`config.mk`:
```
export PLATFORM = sky130hd
export DESIGN_NAME = cmp_loader_flat
export DESIGN_NICKNAME = d
export VERILOG_FILES = /design/src/rtl/cmp_loader_pkg.sv /design/src/rtl/cmp_loader_if.sv /design/src/rtl/cmp_loader_match_counter.sv /design/src/rtl/cmp_loader.sv /design/src/flat_wrapper.sv
export SDC_FILE = /design/constraint.sdc
export NUM_CORES = 1
export LEC_CHECK = 0
export CORE_MARGIN = 1
export CORE_UTILIZATION = 48
export CTS_CLUSTER_DIAMETER = 50
export CTS_CLUSTER_SIZE = 10
export DETAILED_ROUTE_END_ITERATION = 10
export GPL_ROUTABILITY_DRIVEN = 0
export GPL_TIMING_DRIVEN = 0
export PLACE_DENSITY = 0.9
export SLEW_MARGIN = 5
export SYNTH_ARGS = -nofsm -noshare
export SYNTH_HDL_FRONTEND = slang
export SYNTH_SLANG_ARGS = --single-unit
```
`constraint.sdc`:
```
create_clock -name clk -period 3.8 [get_ports clk]
set_clock_uncertainty 0.15 [all_clocks]
set_input_delay 0.76 -clock clk [delete_from_list [all_inputs] [get_ports clk]]
set_output_delay 0.76 -clock clk [all_outputs]
set_load 0.1 [all_outputs]
```
`src/rtl/cmp_loader_pkg.sv`:
```
// Shared definitions for the comparator operand loader: default widths and
// the 2-bit state encoding used by the loader FSM.
package cmp_loader_pkg;

  localparam int WIDTH_DEF = 4;
  localparam int CNT_W_DEF = 8;

  typedef logic [1:0] state_t;

  localparam logic [1:0] ST_LOAD_A = 2'd0;
  localparam logic [1:0] ST_LOAD_B = 2'd1;
  localparam logic [1:0] ST_CMP    = 2'd2;
  localparam logic [1:0] ST_HOLD   = 2'd3;

endpackage

```
`src/rtl/cmp_loader_if.sv`:
```
// Operand stream and result handshake bundle between producer/consumer and loader.
// Both channels are valid/ready: a transfer happens on a rising edge where valid
// and ready are both 1; valid must not drop and data must not change until then.
interface cmp_loader_if #(
  parameter int WIDTH = 4
);
  logic [WIDTH-1:0] in_data;
  logic             in_valid;
  logic             in_ready;
  logic             res_valid;
  logic             res_ready;
  logic             res_eq;

  modport master (
    output in_data, in_valid, res_ready,
    input  in_ready, res_valid, res_eq
  );

  modport slave (
    input  in_data, in_valid, res_ready,
    output in_ready, res_valid, res_eq
  );
endinterface

```
`src/rtl/cmp_loader_match_counter.sv`:
```
// Saturating match counter; a synchronous clear takes priority over an increment.
module match_counter #(
  parameter int CNT_W = 8
) (
  input  logic             clk,
  input  logic             rst,
  input  logic             inc,
  input  logic             clr,
  output logic [CNT_W-1:0] count
);
  localparam logic [CNT_W-1:0] ONE = {{(CNT_W-1){1'b0}}, 1'b1};

  always_ff @(posedge clk or posedge rst) begin
    if (rst) begin
      count <= '0;
    end else if (clr) begin
      count <= '0;
    end else if (inc && (count != '1)) begin
      count <= count + ONE;
    end
  end
endmodule

```
`src/rtl/cmp_loader.sv`:
```
// Pairs incoming words as A then B, holds them on the external comparator,
// captures its equality output one cycle later and counts matches.
module cmp_loader
  import cmp_loader_pkg::*;
#(
  parameter int WIDTH = WIDTH_DEF,
  parameter int CNT_W = CNT_W_DEF
) (
  input  logic             clk,
  input  logic             rst,
  cmp_loader_if.slave      bus,
  output logic [WIDTH-1:0] op_a,
  output logic [WIDTH-1:0] op_b,
  input  logic             eq,
  output logic [CNT_W-1:0] match_count,
  input  logic             clr_cnt,
  output logic             busy,
  output logic [1:0]       fsm_state
);
  state_t state;
  logic   res_valid_q;
  logic   res_eq_q;
  logic   take;
  logic   inc;

  // Ready depends on state only; gating with rst keeps it low while reset is held.
  assign bus.in_ready  = !rst && ((state == ST_LOAD_A) || (state == ST_LOAD_B));
  assign bus.res_valid = res_valid_q;
  assign bus.res_eq    = res_eq_q;
  assign busy          = (state != ST_LOAD_A);
  assign fsm_state     = state;
  assign take          = bus.in_valid && bus.in_ready;
  assign inc           = (state == ST_CMP) && eq;

  always_ff @(posedge clk or posedge rst) begin
    if (rst) begin
      state       <= ST_LOAD_A;
      op_a        <= '0;
      op_b        <= '0;
      res_eq_q    <= 1'b0;
      res_valid_q <= 1'b0;
    end else begin
      case (state)
        ST_LOAD_A: begin
          if (take) begin
            op_a  <= bus.in_data;
            state <= ST_LOAD_B;
          end
        end
        ST_LOAD_B: begin
          if (take) begin
            op_b  <= bus.in_data;
            state <= ST_CMP;
          end
        end
        // Operands have been stable for a full cycle, so eq has settled.
        ST_CMP: begin
          res_eq_q    <= eq;
          res_valid_q <= 1'b1;
          state       <= ST_HOLD;
        end
        ST_HOLD: begin
          if (bus.res_ready) begin
            res_valid_q <= 1'b0;
            state       <= ST_LOAD_A;
          end
        end
        default: state <= ST_LOAD_A;
      endcase
    end
  end

  match_counter #(.CNT_W(CNT_W)) u_match_counter (
    .clk   (clk),
    .rst   (rst),
    .inc   (inc),
    .clr   (clr_cnt),
    .count (match_count)
  );
endmodule

```
`src/flat_wrapper.sv`:
```
// flat-port wrapper written by rule: the top's interface ports become plain ports
module cmp_loader_flat import cmp_loader_pkg::*;
#(
  parameter int WIDTH = WIDTH_DEF,
  parameter int CNT_W = CNT_W_DEF
)
  (clk, rst, op_a, op_b, eq, match_count, clr_cnt, busy, fsm_state, bus_in_data, bus_in_valid, bus_res_ready, bus_in_ready, bus_res_valid, bus_res_eq);
  cmp_loader_if #(.WIDTH(WIDTH)) bus_i ();
  input  logic clk;
  input  logic rst;
  output logic [WIDTH-1:0] op_a;
  output logic [WIDTH-1:0] op_b;
  input  logic eq;
  output logic [CNT_W-1:0] match_count;
  input  logic clr_cnt;
  output logic busy;
  output logic [1:0] fsm_state;
  input wire logic [$bits(bus_i.in_data)-1:0] bus_in_data;
  input wire logic [$bits(bus_i.in_valid)-1:0] bus_in_valid;
  input wire logic [$bits(bus_i.res_ready)-1:0] bus_res_ready;
  output wire logic [$bits(bus_i.in_ready)-1:0] bus_in_ready;
  output wire logic [$bits(bus_i.res_valid)-1:0] bus_res_valid;
  output wire logic [$bits(bus_i.res_eq)-1:0] bus_res_eq;
  assign bus_i.in_data = bus_in_data;
  assign bus_i.in_valid = bus_in_valid;
  assign bus_i.res_ready = bus_res_ready;
  assign bus_in_ready = bus_i.in_ready;
  assign bus_res_valid = bus_i.res_valid;
  assign bus_res_eq = bus_i.res_eq;
  cmp_loader #(.WIDTH(WIDTH), .CNT_W(CNT_W)) u_core (.clk(clk), .rst(rst), .bus(bus_i), .op_a(op_a), .op_b(op_b), .eq(eq), .match_count(match_count), .clr_cnt(clr_cnt), .busy(busy), .fsm_state(fsm_state));
endmodule
```
==> results.toml <==
[setup_path]
crit_required_ps = 2890
timing.critical_path.arrival_ps = 2450
launching_point_of_the_worst_reg2reg_path = "u_core.fsm_state[0]"
timing.critical_path.from_type = "input port"
reg2reg_depth = 6
worst_path_top_cell_family_by_delay = "buffers and inverters"
critical-path-top-cell-by-count = "clkdlybuf4s50_1"
worstPathMaxFanout = 3
crit_path_category = "in -> out"
timing.critical_path.slowest_stage_cell = "clkdlybuf4s50_1"
r2r_endpoint = "u_core.u_match_counter.count[7]"
max_stage_delay_ps = 1140
crit_buf_inv = 2
cells_along_the_critical_path = "clkdlybuf4s50_1, nor2_1, clkdlybuf4s50_1"
setup.worst_path.end_class = "primary output"
worst-r2r-setup-slack_ps = 1730

[timing]
worst_slew_margin_rel_pct = 33.9
transition_at_the_pin_with_the_smallest_max_transition_slack_ps = 988
report.final.hold_viol_count = 0
timing_max_transition_violations_final = 0
unrepaired_setup_endpoints_after_global_routing = "false"
report.final.setup_viol = 0
tns_ps = 0
fraction_of_the_cycle_the_final_worst_path_needs_pct = 88.5
achievable_clock_frequency_mhz = 297
final_worst_path_period_need_ps = 3360

[final_layout]
layout.cells.most_common = "clkdlybuf4s50_1"
multi_input_comb_area_sq_um = 448
syn2layout_area_growth_pct = 37.6
nNetsFinal = 137
seq_area_sq_um = 500
most-common-layout-cells = "clkdlybuf4s50_1 (30), dfrtp_1 (20), mux2_2 (8)"
antenna_cells = 0
layout-drive-gt1-share_pct = 12.5
num-fill-cells = 138

[die]
floorplan.die_area_sq_um = 2220
initial_core_util_pct = 53.7
floorplan.core_area_sq_um = 1820
pin_count = 32
die_x_microns = 47.2
die_height_microns = 47.2
num_rows = 15

[min_path]
worstHoldStart = "u_core.op_a[3]"
hold_path.class = "reg -> reg"
min_to = "u_core.op_a[3]"
hold-path-cell-count = 1

[clock_network]
cts-resized-gates = 0
tritoncts = "done"
number_of_buffers_on_the_longest_clock_path = 2
clkSinkCount = 20
clk_transition_reported_paths_ps = 110
cts-root-buf = "clkbuf_4"
cts_made_buffers = 3
post-cts-setup-buffer-count = 0
htreeDepth = 1
holdBufCountCts = 0
clk-insertion-delay-late_ps = 290

[grt]
globalRouteTotalUtil_pct = 20.8
wire_length_of_the_first_global_routing_pass_microns = 3200
antenna_found_initial = 0
globalRoute.totalOverflow = 0
pin_count_of_the_biggest_net_entering_global_routing = 21
vias_in_the_first_global_route = 804

[drt]
wire_per_inst_microns = 14.2
totalWireLength_microns = 2060
drt_pre_antenna_iters = 5
drt-met1-wl_microns = 880
routed-wl-met2_microns = 1090
dr_wl_met3_microns = 88
vias = 774
detailed_router_s_first_iteration_violation_count = 9
vias_per_cell = 5.34
final_antenna_net_count = 0
post-route-drc-count = 0
topRoutingLayerUsed = "met3"

[flow_run]
max_cap_violations = 0

[run_status]
outcome = "finished, final reports clean"

[yosys]
synth.yosys.warnings = 0
synth_cells = 86
syn-mean-instance-area_sq_um = 11.4
post_synthesis_register_bit_count = 20
synth_nets = 102
yosysSeqAreaShare_pct = 51.2
synth_cell_types = 25
syn-cell-area_sq_um = 978

[place]
place.detailed.hpwl_microns = 1630
io_buffers = 30
cell families after synthesis:
logic type / synth area share [%]
flip-flops: 51.2
adder cells (fa/ha/maj): 7.67
buffers and inverters: 3.07
AND/OR/NAND/NOR: 13.9
XOR/XNOR: 1.79
AO/OA/AOI/OAI: 9.97
multiplexers: 12.4
flip-flops by register name, indices dropped and copies added, names as in the netlist:
signal and flops:
u_core.bus.res_eq 1, u_core.bus.res_valid 1, u_core.fsm_state 2, u_core.op_a 4, u_core.op_b 4, u_core.u_match_counter.count 8
area by class of cell:
class | count | share of cell area [%]
Clock buffer | 4 | 2.70
Multi-Input combinational cell | 58 | 33.3
Sequential cell | 20 | 37.2
Inverter | 7 | 1.95
Tap cell | 25 | 2.32
Timing Repair Buffer | 30 | 22.3
Buffer | 1 | 0.279
metrics by stage:
stage | hold WS [ps] | setup slack [ps] | cells | cell area, sq um | utilization, %
detailed placement | 347 | 428 | 141 | 1310 | 72.0
CTS | 368 | 434 | 145 | 1350 | 74.0
finish | 369 | 436 | 145 | 1350 | 74.0
floorplan | 574 | 350 | 86 | 978 | -
global placement | 338 | 450 | 141 | 1310 | 72.0
global route | 387 | 365 | 145 | 1350 | 74.0
layer usage:
metal	vias to the layer above	GRT usage (%)
met2	25	41.1
li1	371	-
met5	-	0
met1	378	22.0
met4	0	4.57
met3	0	5.00
synthesized netlist by cell type:
cell type,number,area share (%)
nand2_1,4,1.5
o31ai_1,2,1.5
nor3_1,3,1.5
nand2_2,1,0.64
o21ba_1,1,1.0
mux2i_1,2,2.0
o2111ai_1,1,0.90
nand4_2,1,1.3
nor2b_1,2,1.3
mux2_1,1,1.2
or4_1,3,2.3
ha_1,6,7.7
mux2_2,8,9.2
o21ai_0,2,1.0
o21bai_4,1,1.9
o21a_1,1,0.77
clkbuf_1,1,0.38
nand3_1,4,2.0
nand2b_1,1,0.64
a21oi_1,3,1.5
inv_1,7,2.7
dfrtp_1,20,51
o22ai_1,2,1.3
nor2_1,7,2.7
xor2_1,2,1.8
how the worst max path moves through the flow:
stage | startpoint | cells after the start | end | slack, ps
2_1_floorplan | u_core.fsm_state[0] | 3 | bus_in_ready | 350
3_3_place_gp | rst | 3 | bus_in_ready | 450
3_5_place_dp | rst | 3 | bus_in_ready | 430
4_1_cts | rst | 3 | bus_in_ready | 430
5_1_grt | u_core.fsm_state[0] | 5 | bus_in_ready | 360
6_report | rst | 3 | bus_in_ready | 440
Power is left out: the tool's default activity adds up to more than one toggle a clock period on the data nets, which glitch-free logic cannot reach.
